===== src/rtl/mips_pc_branch_controller.sv =====
// PC sequencer: resolves branch type + ALU zero, redirects fetch on a taken branch,
// then holds flush high for a fixed number of unstalled cycles to squash wrong-path fetches.
module mips_pc_branch_controller #(
  parameter int                  PC_WIDTH     = 32,
  parameter logic [PC_WIDTH-1:0] RESET_PC     = '0,
  parameter int                  FLUSH_CYCLES = 2,
  parameter int                  CNT_WIDTH    = 16
) (
  input  logic                 clk,
  input  logic                 reset,
  input  logic                 stall,
  input  logic                 branch_valid,
  input  logic [1:0]           branch,
  input  logic                 zero,
  input  logic [PC_WIDTH-1:0]  branch_target,
  output logic [PC_WIDTH-1:0]  pc,
  output logic                 flush,
  output logic                 is_taken,
  output logic                 taken_pulse,
  output logic [CNT_WIDTH-1:0] taken_count
);

  localparam int FCNT_W = $clog2(FLUSH_CYCLES) + 1;

  typedef enum logic {S_RUN = 1'b0, S_FLUSH = 1'b1} state_t;

  state_t               r_state, w_state_nxt;
  logic [FCNT_W-1:0]    r_fcnt, w_fcnt_nxt;
  logic [PC_WIDTH-1:0]  r_pc, w_pc_nxt;
  logic                 r_pulse, w_pulse_nxt;
  logic [CNT_WIDTH-1:0] r_cnt, w_cnt_nxt;
  logic                 w_is_taken;
  logic [PC_WIDTH-1:0]  w_target;
  logic [PC_WIDTH-1:0]  w_pc_inc;

  // The redirect counter sticks at all-ones rather than wrapping.
  function automatic logic [CNT_WIDTH-1:0] sat_inc(input logic [CNT_WIDTH-1:0] v);
    return (&v) ? v : v + CNT_WIDTH'(1);
  endfunction

  always_comb begin
    w_is_taken = 1'b0;
    if (branch_valid) begin
      unique case (branch)
        2'b01:   w_is_taken = zero;
        2'b10:   w_is_taken = ~zero;
        2'b11:   w_is_taken = 1'b1;
        default: w_is_taken = 1'b0;
      endcase
    end
  end

  assign w_target = branch_target & ~PC_WIDTH'(3);
  assign w_pc_inc = r_pc + PC_WIDTH'(4);

  always_ff @(posedge clk or posedge reset) begin
    if (reset) begin
      r_state <= S_RUN;
      r_fcnt  <= '0;
      r_pc    <= RESET_PC;
      r_pulse <= 1'b0;
      r_cnt   <= '0;
    end else begin
      r_state <= w_state_nxt;
      r_fcnt  <= w_fcnt_nxt;
      r_pc    <= w_pc_nxt;
      r_pulse <= w_pulse_nxt;
      r_cnt   <= w_cnt_nxt;
    end
  end

  // Branch decisions presented while in FLUSH belong to wrong-path instructions.
  always_comb begin
    w_state_nxt = r_state;
    w_fcnt_nxt  = r_fcnt;
    w_pc_nxt    = r_pc;
    w_pulse_nxt = 1'b0;
    w_cnt_nxt   = r_cnt;
    if (!stall) begin
      unique case (r_state)
        S_RUN: begin
          if (w_is_taken) begin
            w_pc_nxt    = w_target;
            w_state_nxt = S_FLUSH;
            w_fcnt_nxt  = FCNT_W'(FLUSH_CYCLES - 1);
            w_pulse_nxt = 1'b1;
            w_cnt_nxt   = sat_inc(r_cnt);
          end else begin
            w_pc_nxt = w_pc_inc;
          end
        end
        S_FLUSH: begin
          w_pc_nxt = w_pc_inc;
          if (r_fcnt == '0) w_state_nxt = S_RUN;
          else              w_fcnt_nxt  = r_fcnt - FCNT_W'(1);
        end
        default: w_state_nxt = S_RUN;
      endcase
    end
  end

  always_comb begin
    pc          = r_pc;
    flush       = (r_state == S_FLUSH);
    is_taken    = w_is_taken;
    taken_pulse = r_pulse;
    taken_count = r_cnt;
  end

endmodule


===== config.mk =====
export PLATFORM = sky130hd
export DESIGN_NAME = mips_pc_branch_controller
export DESIGN_NICKNAME = d
export VERILOG_FILES = /design/src/rtl/mips_pc_branch_controller.sv
export SDC_FILE = /design/constraint.sdc
export NUM_CORES = 1
export LEC_CHECK = 0
export BUFFER_PORTS_ARGS = -buffer_cell sky130_fd_sc_hd__buf_2
export CAP_MARGIN = 20
export CORE_MARGIN = 4
export CORE_UTILIZATION = 55
export CTS_CLUSTER_SIZE = 14
export DETAILED_ROUTE_END_ITERATION = 10
export GPL_ROUTABILITY_DRIVEN = 0
export PLACE_DENSITY = 0.95
export SYNTH_ARGS = -nofsm -noshare
export SYNTH_HDL_FRONTEND = slang
export SYNTH_SLANG_ARGS = --single-unit
export TNS_END_PERCENT = 30

===== constraint.sdc =====
create_clock -name clk -period 2.94 [get_ports clk]
set_input_delay 0.294 -clock clk [delete_from_list [all_inputs] [get_ports clk]]
set_output_delay 0.294 -clock clk [all_outputs]
set_load 0.05 [all_outputs]

==> Word level (Yosys, flattened, before mapping) <==
Index checks and enable logic that the tools add are counted.
{ "totals": {"register_bits": 52, "elab_cells": 33} }
{ "classes": {"n_bitwise": 4, "mux": 12, "add_sub_neg": 3, "n_eq_ne": 5, "n_reduce_logical": 4} }
{ "op_table": {"columns": ["operator", "n"], "rows": [
  ["$pmux W32 S2", 1],
  ["$add A32 B3 Y32 const B", 1],
  ["$mux W32", 1],
  ["$add A16 B1 Y16 const B", 1],
  ["$reduce_and A16 Y1", 1],
  ["$mux W1", 5],
  ["$eq A2 B2 Y1 const B", 2],
  ["$mux W2", 2],
  ["$ne A2 B2 Y1 const B", 2],
  ["$not A1 Y1", 4],
  ["$pmux W2 S2", 1],
  ["$reduce_and A4 Y1", 1],
  ["$pmux W1 S3", 1],
  ["$reduce_and A3 Y1", 1],
  ["$eq A2 B1 Y1 const B", 1],
  ["$logic_not A2 Y1", 1],
  ["$pmux W1 S2", 1],
  ["$sub A2 B1 Y2 const B", 1]
]} }

==> Depth between registers and ports, before layout <==
{ "logic_depth": {"word_depth": 6, "mapped_depth": 7, "depth_no_buf": 6} }

==> Worst setup path before layout <==
No wires, ideal clock.
{ "synth_timing": {"path_type": "register -> register", "start": "reg r_pc[2] (netlist: pc[2])", "end": "reg r_pc[30] (netlist: pc[30])", "required_ps": 2857, "path_stages_with_launch": 7, "path_slack_ps": 693, "arrival_time_ps": 2163, "setup_time_ps": 83, "path_cell_list": "dfrtp_1 > ha_1 > nand3_1 > nor4_4 > nand4b_1 > or4_1 > o211ai_2"} }
{ "synth_via": {"elab_chain_cells": 3} }
{ "synth_lines": {"columns": ["element", "line_no", "source"], "rows": [
  ["from (decl)", "29", "logic [PC_WIDTH-1:0] r_pc, w_pc_nxt;"],
  ["from (signal assigned)", "66", "r_pc <= w_pc_nxt;"],
  ["$add A32 B3 Y32 *", "54", "assign w_pc_inc = r_pc + PC_WIDTH'(4);"],
  ["$mux W32", "82", "if (w_is_taken) begin"],
  ["$pmux W32 S2 *", "80", "unique case (r_state)"]
]} }
Every way passes the cells marked *; elsewhere a longest branch is shown, timed or not.
A chain may end at the register's enable or synchronous reset.

==> Final worst setup path <==
Same ends and word-level chain as after synthesis.

==> out/metrics.yaml <==
ys_top_cells_by_count: "50 x dfrtp_1, 44 x nor2_1, 27 x a21oi_1, 22 x nand2_1, 21 x o22a_1"
path_clk_slew_ns: 0.09
die_width_microns: 81.3
avgViaCountPerCell: 6.17
place_ws_ns: 0.762
p_leak_nw: 1.56
antenna_found_initial: 0
path_max_fanout: 8
io_pins: 90
yosys-top-cells-area: "dfrtp_1 42%, o22a_1 6.2%, nor2_1 5.6%"
cts_sinks: 50
yosysTopAreaCellShare: 0.424
overflow: 0
dpl_cell_area_sq_um: 3400
status: "finished clean"
tns_ns: 0
drtIter0Drc: 219
synth_cell_types: 51
setup_viol: 0
power.density_nw_per_um2: 1010
dieArea_sq_um: 6600
maxCapViolations: 0
final_design_area_no_fill_sq_um: 3520
synth-seq-area-share: 0.424
syn-instance-count: 328
vias: 2937
start_kind: "flop"
tritoncts: "built"
syn_avg_cell_area_sq_um: 9.00
finish.utilization: 0.686
grt_max_degree: 60
io_buffers: 85
core_area_sq_um: 5140
hpwlAfterDp_microns: 5470
worstPathArrival_ns: 2.48
drt_wl_total_microns: 7730
cts_buffers: 5
grt_pass1_wl_microns: 12600
clk_latency_ns: 0.31
cp.required_ns: 3.17
ir_drop_mv: 0.820
worst_pin_slew_ns: 1.01
yosys_warnings: 0
period_share: 0.763
grt_pass1_vias: 2670
async_flop_share: 1.00
postCtsSetupBuffers: 0
worst_slew_margin_rel: 0.322
yosysMostFrequentCell: "dfrtp_1"
antenna_cells: 0
ys_ff_latch: 50
cts.path.max_buffers: 2
hold_violations: 0
layout_min_cycle_time_ns: 2.24
yosysTopAreaCell: "dfrtp_1"
start_util: 0.574
track_usage: 0.245
syn2layout_area_growth_pct: 19.4
synth_flop_cell: "dfrtp_1"
hold_path.class: "in2reg"
synth_edf_count: 0
synth_area_sq_um: 2950
cts-root-buf: "clkbuf_8"
htreeDepth: 2
drcViolationCount: 0
fillers: 450
endpoint_kind: "flop"
drt-pass1-iter-count: 5
finClkSkew_ns: 0.00765
chipHeight_microns: 81.3
layout.nets: 447
fmax_ghz: 0.446
wl_per_cell_microns: 16.2
path_class: "reg2reg"
setup_slack_ns: 0.697
std_cell_rows: 26
rsz0062_at_grt: "no"
drtAntennaViolNets: 0
drive_gt1_frac: 0.266
final_max_slew_viol_count: 0
cells in the final DEF, fill, tap and decap left out, drive strengths merged, types with 3 or more instances in the layout:
cell type  count
buf           88
dfrtp         50
nor2          44
a21oi         27
nand2         23
o22a          21
nand3         16
o21ai         13
nand4         12
a41oi         10
xnor2          8
inv            8
and3           7
clkbuf         7
a31oi          6
xor2           5
and4           5
and2           5
nor4           5
mux2           3
or3            3
nor3           3
ha             3
what timing repair did:
item                      CTS  global route
gates resized for setup     0             0
hold endpoints to repair    0             7
hold buffers                0             1
final timing paths:
check	startpoint	to	slack (ns)	depth (start not counted)
setup / recovery	pc[2]	pc[30]	0.70	6
hold / removal	branch_target[31]	pc[31]	0.21	3
setup reg to reg	pc[2]	pc[30]	0.70	6
hold reg to reg	taken_count[13]	taken_count[13]	0.52	1
max in group asynchronous	reset	pc[13]	2.05	4
min in group asynchronous	reset	taken_count[13]	0.42	3
per-layer routing:
metal	track usage	wire (microns)	vias to the layer above
met4	0.0845	178	0
met5	0	0	-
met3	0.0432	426	15
met1	0.315	3250	1441
li1	-	-	1378
met2	0.415	3880	103
metrics by stage:
step,power [mW],cells,hold slack [ns]
finish,3.56,476,0.210
global route,3.77,476,0.220
CTS,3.55,474,0.211
detailed placement,3.13,466,0.516
global placement,3.07,466,0.484
floorplan,2.67,329,0.430
power by group:
| part | internal [mW] | switching, mW | total, mW |
|---|---|---|---|
| clock | 0.190 | 0.229 | 0.419 |
| combinational | 0.514 | 1.35 | 1.87 |
| sequential | 0.927 | 0.345 | 1.27 |
worst max-delay path: stages, from the launching register on:
cell	delay, ns
dfrtp_1	0.44
ha_1	0.24
nand3_1	0.22
nor4_4	0.42
nand4b_1	0.25
or4_1	0.46
o211ai_2	0.15
sequential cells by signal (all words and copies together), names as in the netlist:
register / count
taken_count: 16
taken_pulse: 1
flush: 1
r_fcnt: 2
pc: 30
final cells by class:
cell class	count	area (sq um)	area share
Timing Repair Buffer	89	470	0.133
Clock buffer	7	86.3	0.0245
Clock inverter	1	5.00	0.00142
Inverter	8	30.0	0.00852
Tap cell	70	87.6	0.0248
Sequential cell	50	1250	0.355
Multi-Input combinational cell	251	1590	0.452
logic make-up after synthesis:
logic type / share of synthesized area
AND/OR/NAND/NOR: 0.245
flip-flops: 0.424
adder cells (fa/ha/maj): 0.0127
other: 0.00127
buffers and inverters: 0.0381
multiplexers: 0.0148
XOR/XNOR: 0.0386
AO/OA/AOI/OAI: 0.225
No activity file was read; power rests on OpenSTA's default activity.
